File: config.mk
export PLATFORM = sky130hd
export DESIGN_NAME = im_ahb_slave
export DESIGN_NICKNAME = d
export VERILOG_FILES = /design/src/rtl/im_ahb_slave.sv
export SDC_FILE = /design/constraint.sdc
export NUM_CORES = 1
export LEC_CHECK = 0
export ABC_AREA = 1
export CORE_MARGIN = 3
export CORE_UTILIZATION = 27
export CTS_CLUSTER_SIZE = 20
export DETAILED_ROUTE_END_ITERATION = 8
export GPL_TIMING_DRIVEN = 0
export PLACE_DENSITY = 0.74
export REMOVE_ABC_BUFFERS = 1
export SLEW_MARGIN = 20
export SYNTH_ARGS = -nofsm -noshare
export SYNTH_HDL_FRONTEND = slang
export SYNTH_SLANG_ARGS = --single-unit
File: constraint.sdc
create_clock -name clk -period 1.2 [get_ports clk]
set_input_delay 0.18 -clock clk [delete_from_list [all_inputs] [get_ports clk]]
set_output_delay 0.18 -clock clk [all_outputs]
set_load 0.1 [all_outputs]
File: src/rtl/im_ahb_slave.sv
// AHB-Lite slave fronting a single-port instruction SRAM with zero-wait reads and writes.
// Define IM_AHB_SLAVE_ERR_EN to answer out-of-range addresses and HSize > word with an ERROR response.
module im_ahb_slave #(
  parameter logic [31:0] BASE_ADDR  = 32'h0000_0000,
  parameter int          ADDR_WIDTH = 14
) (
  input  logic                  clk,
  input  logic                  rst,
  input  logic                  HSel,
  input  logic [31:0]           HAddress,
  input  logic [1:0]            HTrans,
  input  logic                  HWrite,
  input  logic [2:0]            HSize,
  input  logic [31:0]           HWrite_data,
  input  logic                  HReady,
  output logic                  HReadyOut,
  output logic [1:0]            HResp,
  output logic [31:0]           HRead_data,
  output logic                  IM_CS,
  output logic [3:0]            IM_WE,
  output logic [ADDR_WIDTH-1:0] IM_A,
  output logic [31:0]           IM_DI,
  input  logic [31:0]           IM_DO
);

  typedef enum logic [2:0] {
    IDLE     = 3'd0,
    RD_DATA  = 3'd1,
    WR_DATA  = 3'd2,
    STALL_RD = 3'd3,
    ERR1     = 3'd4,
    ERR2     = 3'd5
  } state_e;

  state_e                state_q, state_d;
  logic [ADDR_WIDTH-1:0] addr_q, addr_d;
  logic                  write_q, write_d;
  logic [2:0]            size_q, size_d;
  logic [1:0]            lane_q, lane_d;

  logic [31:0]           addrOff;
  logic [ADDR_WIDTH-1:0] wordAddr;
  logic                  accept;
  logic                  xferErr;
  logic                  issueRead;
  logic [3:0]            wrEnables;

  assign addrOff  = HAddress - BASE_ADDR;
  assign wordAddr = addrOff[ADDR_WIDTH+1:2];
  assign accept   = rst & HSel & HReady & HTrans[1];

`ifdef IM_AHB_SLAVE_ERR_EN
  // Subtraction wraps below BASE_ADDR, so any set upper offset bit means out of range.
  assign xferErr = (addrOff[31:ADDR_WIDTH+2] != '0) || (HSize > 3'b010);
  logic unusedOffLo;
  assign unusedOffLo = ^addrOff[1:0];
`else
  assign xferErr = 1'b0;
  logic unusedOffBits;
  assign unusedOffBits = ^{addrOff[31:ADDR_WIDTH+2], addrOff[1:0]};
`endif

  // The SRAM port is busy with the pending write in WR_DATA, so a read there must stall.
  assign issueRead = accept & ~HWrite & ~xferErr &
                     (state_q inside {IDLE, RD_DATA, ERR2});

  always_ff @(posedge clk) begin
    if (!rst) begin
      state_q <= IDLE;
      addr_q  <= '0;
      write_q <= 1'b0;
      size_q  <= 3'b000;
      lane_q  <= 2'b00;
    end else begin
      state_q <= state_d;
      addr_q  <= addr_d;
      write_q <= write_d;
      size_q  <= size_d;
      lane_q  <= lane_d;
    end
  end

  always_comb begin
    state_d = state_q;
    addr_d  = addr_q;
    write_d = write_q;
    size_d  = size_q;
    lane_d  = lane_q;
    case (state_q)
      STALL_RD: state_d = RD_DATA;
      ERR1:     state_d = ERR2;
      default: begin
        state_d = IDLE;
        if (accept) begin
          if (xferErr) begin
            state_d = ERR1;
          end else begin
            addr_d  = wordAddr;
            write_d = HWrite;
            size_d  = HSize;
            lane_d  = HAddress[1:0];
            if (HWrite)                 state_d = WR_DATA;
            else if (state_q == WR_DATA) state_d = STALL_RD;
            else                         state_d = RD_DATA;
          end
        end
      end
    endcase
  end

  // Sizes above word fall into the word lane pattern.
  always_comb begin
    case (size_q)
      3'b000:  wrEnables = 4'b0001 << lane_q;
      3'b001:  wrEnables = lane_q[1] ? 4'b1100 : 4'b0011;
      default: wrEnables = 4'b1111;
    endcase
  end

  always_comb begin
    HReadyOut  = 1'b1;
    HResp      = 2'b00;
    HRead_data = '0;
    IM_CS      = 1'b0;
    IM_WE      = 4'b0000;
    IM_A       = '0;
    IM_DI      = '0;
    // Outputs are held quiet while reset is low so an interrupted write never reaches the SRAM.
    if (rst) begin
      case (state_q)
        RD_DATA: HRead_data = IM_DO;
        WR_DATA: begin
          IM_CS = 1'b1;
          IM_WE = wrEnables & {4{write_q}};
          IM_A  = addr_q;
          IM_DI = HWrite_data;
        end
        STALL_RD: begin
          HReadyOut = 1'b0;
          IM_CS     = 1'b1;
          IM_A      = addr_q;
        end
`ifdef IM_AHB_SLAVE_ERR_EN
        ERR1: begin
          HReadyOut = 1'b0;
          HResp     = 2'b01;
        end
        ERR2: HResp = 2'b01;
`endif
        default: ;
      endcase
      if (issueRead) begin
        IM_CS = 1'b1;
        IM_WE = 4'b0000;
        IM_A  = wordAddr;
      end
    end
  end

endmodule

==> results of run 1 <==
## per-stage QoR
step | cell area [um2] | hold slack, ps
6_report | 6580 | 231
5_1_grt | 6580 | 230
4_1_cts | 5840 | 224
3_5_place_dp | 3730 | 508
3_3_place_gp | 3710 | 504
2_1_floorplan | 1870 | 300
## flip-flops by register name, summed over array words and instances, names as in the netlist
name / count
addr_q: 14
size_q: 3
state_q: 3
lane_q: 2
write_q: 1
## power groups by stage
| stage | logic (mW) | clock network, mW | registers, mW |
|---|---|---|---|
| global placement | 0.670 | 0 | 0.813 |
| detailed placement | 0.677 | 0 | 0.814 |
| finish | 1.09 | 0.568 | 0.799 |
| global route | 1.11 | 0.577 | 0.799 |
| floorplan | 0.310 | 0 | 0.812 |
| CTS | 0.865 | 0.510 | 0.790 |
## placed cells by master (no fill, tap or decap), drive strengths merged
cell	instances
a21oi	7
a31oi	1
buf	162
clkbuf	6
clkdlybuf4s50	83
clkinv	2
clkinvlp	2
conb	2
dfxtp	23
dlygate4sd2	4
inv	102
nand2	67
nand3	15
nand4	16
nor2	149
o21ai	2
## kinds of logic (layout without fill, tap and decap cells)
group,after synthesis,in the layout,synth area share [%]
AND/OR/NAND/NOR,238,247,48.4
buffers and inverters,126,361,25.2
flip-flops,23,23,23.4
AO/OA/AOI/OAI,10,10,2.79
other,1,2,0.190
## worst max-delay path, stage by stage (launching register included)
cell	delay, ps
dfxtp_4	380
clkinv_4	60
buf_6	90
nand3_4	60
nor2_4	130
buf_6	120
clkinvlp_4	110
buf_12	150
buf_8	120
buf_6	110
nor2_4	140
buf_12	190
## area by class of cell
| cell class | count | area (um2) | share of cell area (%) |
|---|---|---|---|
| Timing Repair Buffer | 251 | 3540 | 53.8 |
| Multi-Input combinational cell | 259 | 1980 | 30.2 |
| Sequential cell | 23 | 472 | 7.17 |
| Inverter | 105 | 410 | 6.24 |
| Tap cell | 96 | 120 | 1.83 |
| Clock buffer | 4 | 45.0 | 0.685 |
| Timing Repair inverter | 1 | 7.51 | 0.114 |
## timing repair
item	in CTS	in global routing
setup buffers	49	32
hold buffers	0	0
gates resized for setup	939	126
pin swaps	23	35
gates cloned	11	3
endpoints found under the setup margin	106	106
## routing by layer
| metal | wire, um | share of wire (%) |
|---|---|---|
| met3 | 2550 | 12 |
| met5 | 0 | 0 |
| met1 | 6830 | 33 |
| met4 | 1810 | 8.8 |
| met2 | 9390 | 46 |
## worst paths after layout
check,startpoint,end,slack (ps),depth (start not counted)
hold reg to reg,addr_q[11],addr_q[11],570,4
hold / removal,rst,addr_q[9],230,3
setup reg to reg,state_q[2],addr_q[4],-750,10
setup / recovery,state_q[2],IM_DI[8],-950,11
==> impl_metrics.ini, run 1 <==
[grt]
grt_overflow = 0
grt_first_pass_wirelength_um = 22200
met3_usage_pct = 9.61
grt-busiest-layer = met2
use_met1_pct = 36.3
grt_usage_pct = 34.1
grt.met2_usage_pct = 61.4
antenna_found_initial = 0
grt_max_degree = 39
grt_pass1_vias = 3666

[power]
p_sw_mw = 0.980
power_mw = 2.45
combPwrFrac_pct = 44.3
p_per_area_nw_per_um2 = 373
irDropWorstVdd_mv = 0.798
power.leakage_nw = 2.83
swShare_pct = 39.9
p_int_mw = 1.47
p_seq_share_pct = 32.6
clkPwrFrac_pct = 23.1

[yosys]
async_reset_ff_share_pct = 0
synth_most_common_cell = nor2_1
synth-seq-area-share_pct = 23.4
netlist_instances = 398
synth_edf_count = 0
synth_flop_cell = dfxtp_1
syn-cell-area_um2 = 1970
synthTopCellsByArea = nor2_1 (28%), dfxtp_1 (23%), inv_1 (19%)
synth.distinct_cells = 20
yosysWarnings = 0
synth_area_leader_cell = nor2_1
synth_area_per_cell_um2 = 4.95
synthTopCellsByCount = nor2_1 (147), inv_1 (102), nand2_1 (65)
ys_seq_elements = 23
synth.top_cell.area_share_pct = 28.0

[floorplanning]
rows = 30
die_h_um = 91.4
dieWidth_um = 91.4
core_area_um2 = 6940
dieArea_um2 = 8360
pin_count = 192
start_util_pct = 28.4

[clocking]
cts-root-buf = clkbuf_8
cts.sinks = 23
clk_latency_ps = 300
htree_levels = 1
cts_tree = built
cts_buffers = 3
clock_path_buffers = 2
clk_pin_slew_worst_paths_ps = 90

[finish]
fin_cells = 739
area_growth_syn_to_layout_pct = 234
drive_above_1_share_pct = 49.5
antennaDiodeCount = 0
nNetsFinal = 750
fin_util_pct = 94.7
fill_cells = 187

[critical_path]
critPathCaptureType = output pin
startpoint_type = flop
critPathArrivalTime_ps = 1970
path_class = flop to output pin
worstPathMaxFanout = 5
required_ps = 1020

[run]
drv_cap = 0

[timing]
fmax_ghz = 0.466
layout_setup_ws_ps = -946
worst_pin_slew_ps = 526
fin_crit_sh_pct = 179
clock_skew_ps = 9.17
setup_tns_ps = -75060
period_needed_ps = 2150
finalMaxSlewViolations = 0
hold_viol = 0
max_slew_margin_pct = 64.8
setup_viol = 106
rsz0062_at_grt = yes

[drt]
drc = 0
drt_iter0_drc = 450
via_per_inst = 5.66
dr_total_vias = 4180
antenna_left = 0
drt-total-wl_um = 20600
firstDrtPassIters = 8
wl_per_cell_um = 27.9

[run_status]
status = complete, but fails checks
violations = setup timing

[placement]
numPortBuffers = 172
dp_slack_ps = -2340
gp_congestion = 0.822
dp_cells = 647
hpwl_um = 5870

[hold_path]
hp-class = primary input to flop
Note: power is estimated with default switching activity, not from simulation.
==> inputs of run 2 (changes only) <==
--- a/config.mk
+++ b/config.mk
@@ -8,6 +8,7 @@
 export ABC_AREA = 1
 export CORE_MARGIN = 3
 export CORE_UTILIZATION = 27
+export CTS_CLUSTER_DIAMETER = 150
 export CTS_CLUSTER_SIZE = 20
 export DETAILED_ROUTE_END_ITERATION = 8
 export GPL_TIMING_DRIVEN = 0
==> results of run 2 <==
Same layout as run 1: the final DEF is identical, and so are final timing and power.
==> inputs of run 3 (changes only) <==
--- a/config.mk
+++ b/config.mk
@@ -7,12 +7,12 @@
 export LEC_CHECK = 0
 export ABC_AREA = 1
 export CORE_MARGIN = 3
-export CORE_UTILIZATION = 27
+export CORE_UTILIZATION = 33
 export CTS_CLUSTER_DIAMETER = 150
 export CTS_CLUSTER_SIZE = 20
 export DETAILED_ROUTE_END_ITERATION = 8
 export GPL_TIMING_DRIVEN = 0
-export PLACE_DENSITY = 0.74
+export PLACE_DENSITY = 0.85
 export REMOVE_ABC_BUFFERS = 1
 export SLEW_MARGIN = 20
 export SYNTH_ARGS = -nofsm -noshare
==> constraint.sdc (replaced) <==
create_clock -name clk -period 2.6 [get_ports clk]
set_input_delay 0.39 -clock clk [delete_from_list [all_inputs] [get_ports clk]]
set_output_delay 0.39 -clock clk [all_outputs]
set_load 0.1 [all_outputs]
==> impl_metrics.ini, run 3 (same netlist as run 1, synthesis figures left out) <==
[critical_path]
crit_slowest_cell = dlygate4sd2_1
startpoint_type = flop
cp_cell_sequence = inv_1 -> nand4_1 -> buf_4 -> nor2_1 -> dlygate4sd2_1
required_ps = 2210
critPathCaptureType = output pin
worstPathMaxFanout = 13
cp_num_buf_inv = 3
cpPeakStageDelay_ps = 880
critPathArrivalTime_ps = 2100
critPathTopFamily = buffers and inverters
path_class = flop to output pin

[floorplanning]
dieArea_um2 = 6930
dieWidth_um = 83.3
rows = 27
core_area_um2 = 5640
start_util_pct = 34.9
pin_count = 192
die_h_um = 83.3

[power]
power.leakage_nw = 2.06
p_per_area_nw_per_um2 = 253
clkPwrFrac_pct = 25.4
p_int_mw = 0.623
irDropWorstVdd_mv = 0.198
swShare_pct = 31.6
combPwrFrac_pct = 34.3
p_sw_mw = 0.287
p_seq_share_pct = 40.4

[finish]
regArea_um2 = 460
largest_reg_flops = 14
drive_above_1_share_pct = 16.6
nNetsFinal = 668
layout.cells.most_common = nor2_1
reg_top3 = addr_q x14, size_q x3, state_q x3
top_register = addr_q
area_growth_syn_to_layout_pct = 82.9
antennaDiodeCount = 0
multi_input_area_um2 = 1040
mostFrequentLayoutCells = nor2_1 (146), inv_1 (101), clkdlybuf4s50_1 (88)
fill_cells = 554

[timing]
worst_pin_slew_ps = 986
max_slew_margin_pct = 34.1
finalMaxSlewViolations = 0
hold_viol = 0
fin_crit_sh_pct = 95.9
layout_setup_ws_ps = 106
setup_viol = 0
setup_tns_ps = 0
fmax_ghz = 0.401
clock_skew_ps = 9.53
period_needed_ps = 2490

[clocking]
cts_tree = built
hold_buffers = 0
htree_levels = 1
cts-root-buf = clkbuf_8
clk_latency_ps = 270
cts.sinks = 23
cts_buffers = 3
clock_path_buffers = 2
clk_pin_slew_worst_paths_ps = 90

[placement]
dp_slack_ps = -1370
numPortBuffers = 172
gp_congestion = 0.775
hpwl_um = 5650

[drt]
firstDrtPassIters = 4
drc = 0
drt-total-wl_um = 7420
antenna_left = 0
drt_iter0_drc = 120
via_per_inst = 4.31
wl_per_cell_um = 11.7
dr_total_vias = 2728

[grt]
antenna_found_initial = 0
grt_pass1_vias = 2468
grt_usage_pct = 20.1
grt_first_pass_wirelength_um = 12000
grt_overflow = 0
grt_max_degree = 41

[hold_path]
hp-class = flop to flop

[run_status]
status = finished, final reports clean

[run]
drv_cap = 0
==> run 3: cell count changes in the layout (fill, tap and decap cells not counted), moves of 20 or more <==
cell             change
nor2_2              -26
buf_6               -39
buf_2               +34
nor2_1              +98
clkdlybuf4s15_2     +20
nor2_4              -72
buf_12              -94
==> run 3: final cells by class <==
| cell class | count | share of cell area, % |
|---|---|---|
| timing repair buffer | 178 | 43.2 |
| sequential | 23 | 12.8 |
| inverter | 105 | 11.1 |
| timing repair inverter | 1 | 0.208 |
| tap | 72 | 2.50 |
| clock inverter | 1 | 0.208 |
| clock buffer | 3 | 1.15 |
| multi-input combinational | 250 | 28.8 |
==> run 3: through the flow <==
step                util, %  hold WS, ps  cells  power, mW  cell area [um2]
finish                 63.9          518    633      0.910             3600
global route           63.9          538    633      0.966             3600
CTS                    63.2          519    630      0.915             3560
detailed placement     65.5          503    623      0.687             3690
global placement       65.3          504    622      0.683             3680
floorplan                 -          492    378      0.518             1870
==> run 3: timing repair <==
action | in CTS | in global routing
resized for setup | 317 | 25
pin swaps | 2 | 0
setup buffers | 3 | 2
setup endpoints to repair | 83 | 49
gates cloned | 0 | 1
==> run 3: power by group through the flow <==
| stage | clock, mW | sequential (mW) | combinational [mW] |
|---|---|---|---|
| CTS | 0.238 | 0.367 | 0.310 |
| detailed placement | 0 | 0.375 | 0.312 |
| finish | 0.231 | 0.367 | 0.312 |
| global placement | 0 | 0.375 | 0.307 |
| global route | 0.258 | 0.369 | 0.339 |
| floorplan | 0 | 0.375 | 0.143 |
==> run 3: path summary, 6_finish.rpt <==
kind                                 start              to  slack [ps]  cells past startpoint
worst min-delay path               write_q         write_q         520                      4
worst min register to register     write_q         write_q         520                      4
worst max-delay path            state_q[2]  HRead_data[22]         110                      5
worst max register to register  state_q[1]       size_q[1]         720                      5
==> run 3: worst register-to-register path: stages (launching register included) <==
cell     delay (ps)
dfxtp_1         490
inv_2            80
nand3_1         170
nand3_2         640
nor2_1          320
nor2_1           70
==> run 3: per-layer routing <==
| metal | up-vias | part of all wire (%) | global-route usage (%) |
|---|---|---|---|
| li1 | 1446 | - | - |
| met1 | 1152 | 40 | 23.8 |
| met2 | 120 | 51 | 36.4 |
| met3 | 10 | 8.2 | 5.26 |
| met4 | 0 | 1.1 | 3.71 |
| met5 | - | 0 | 0 |
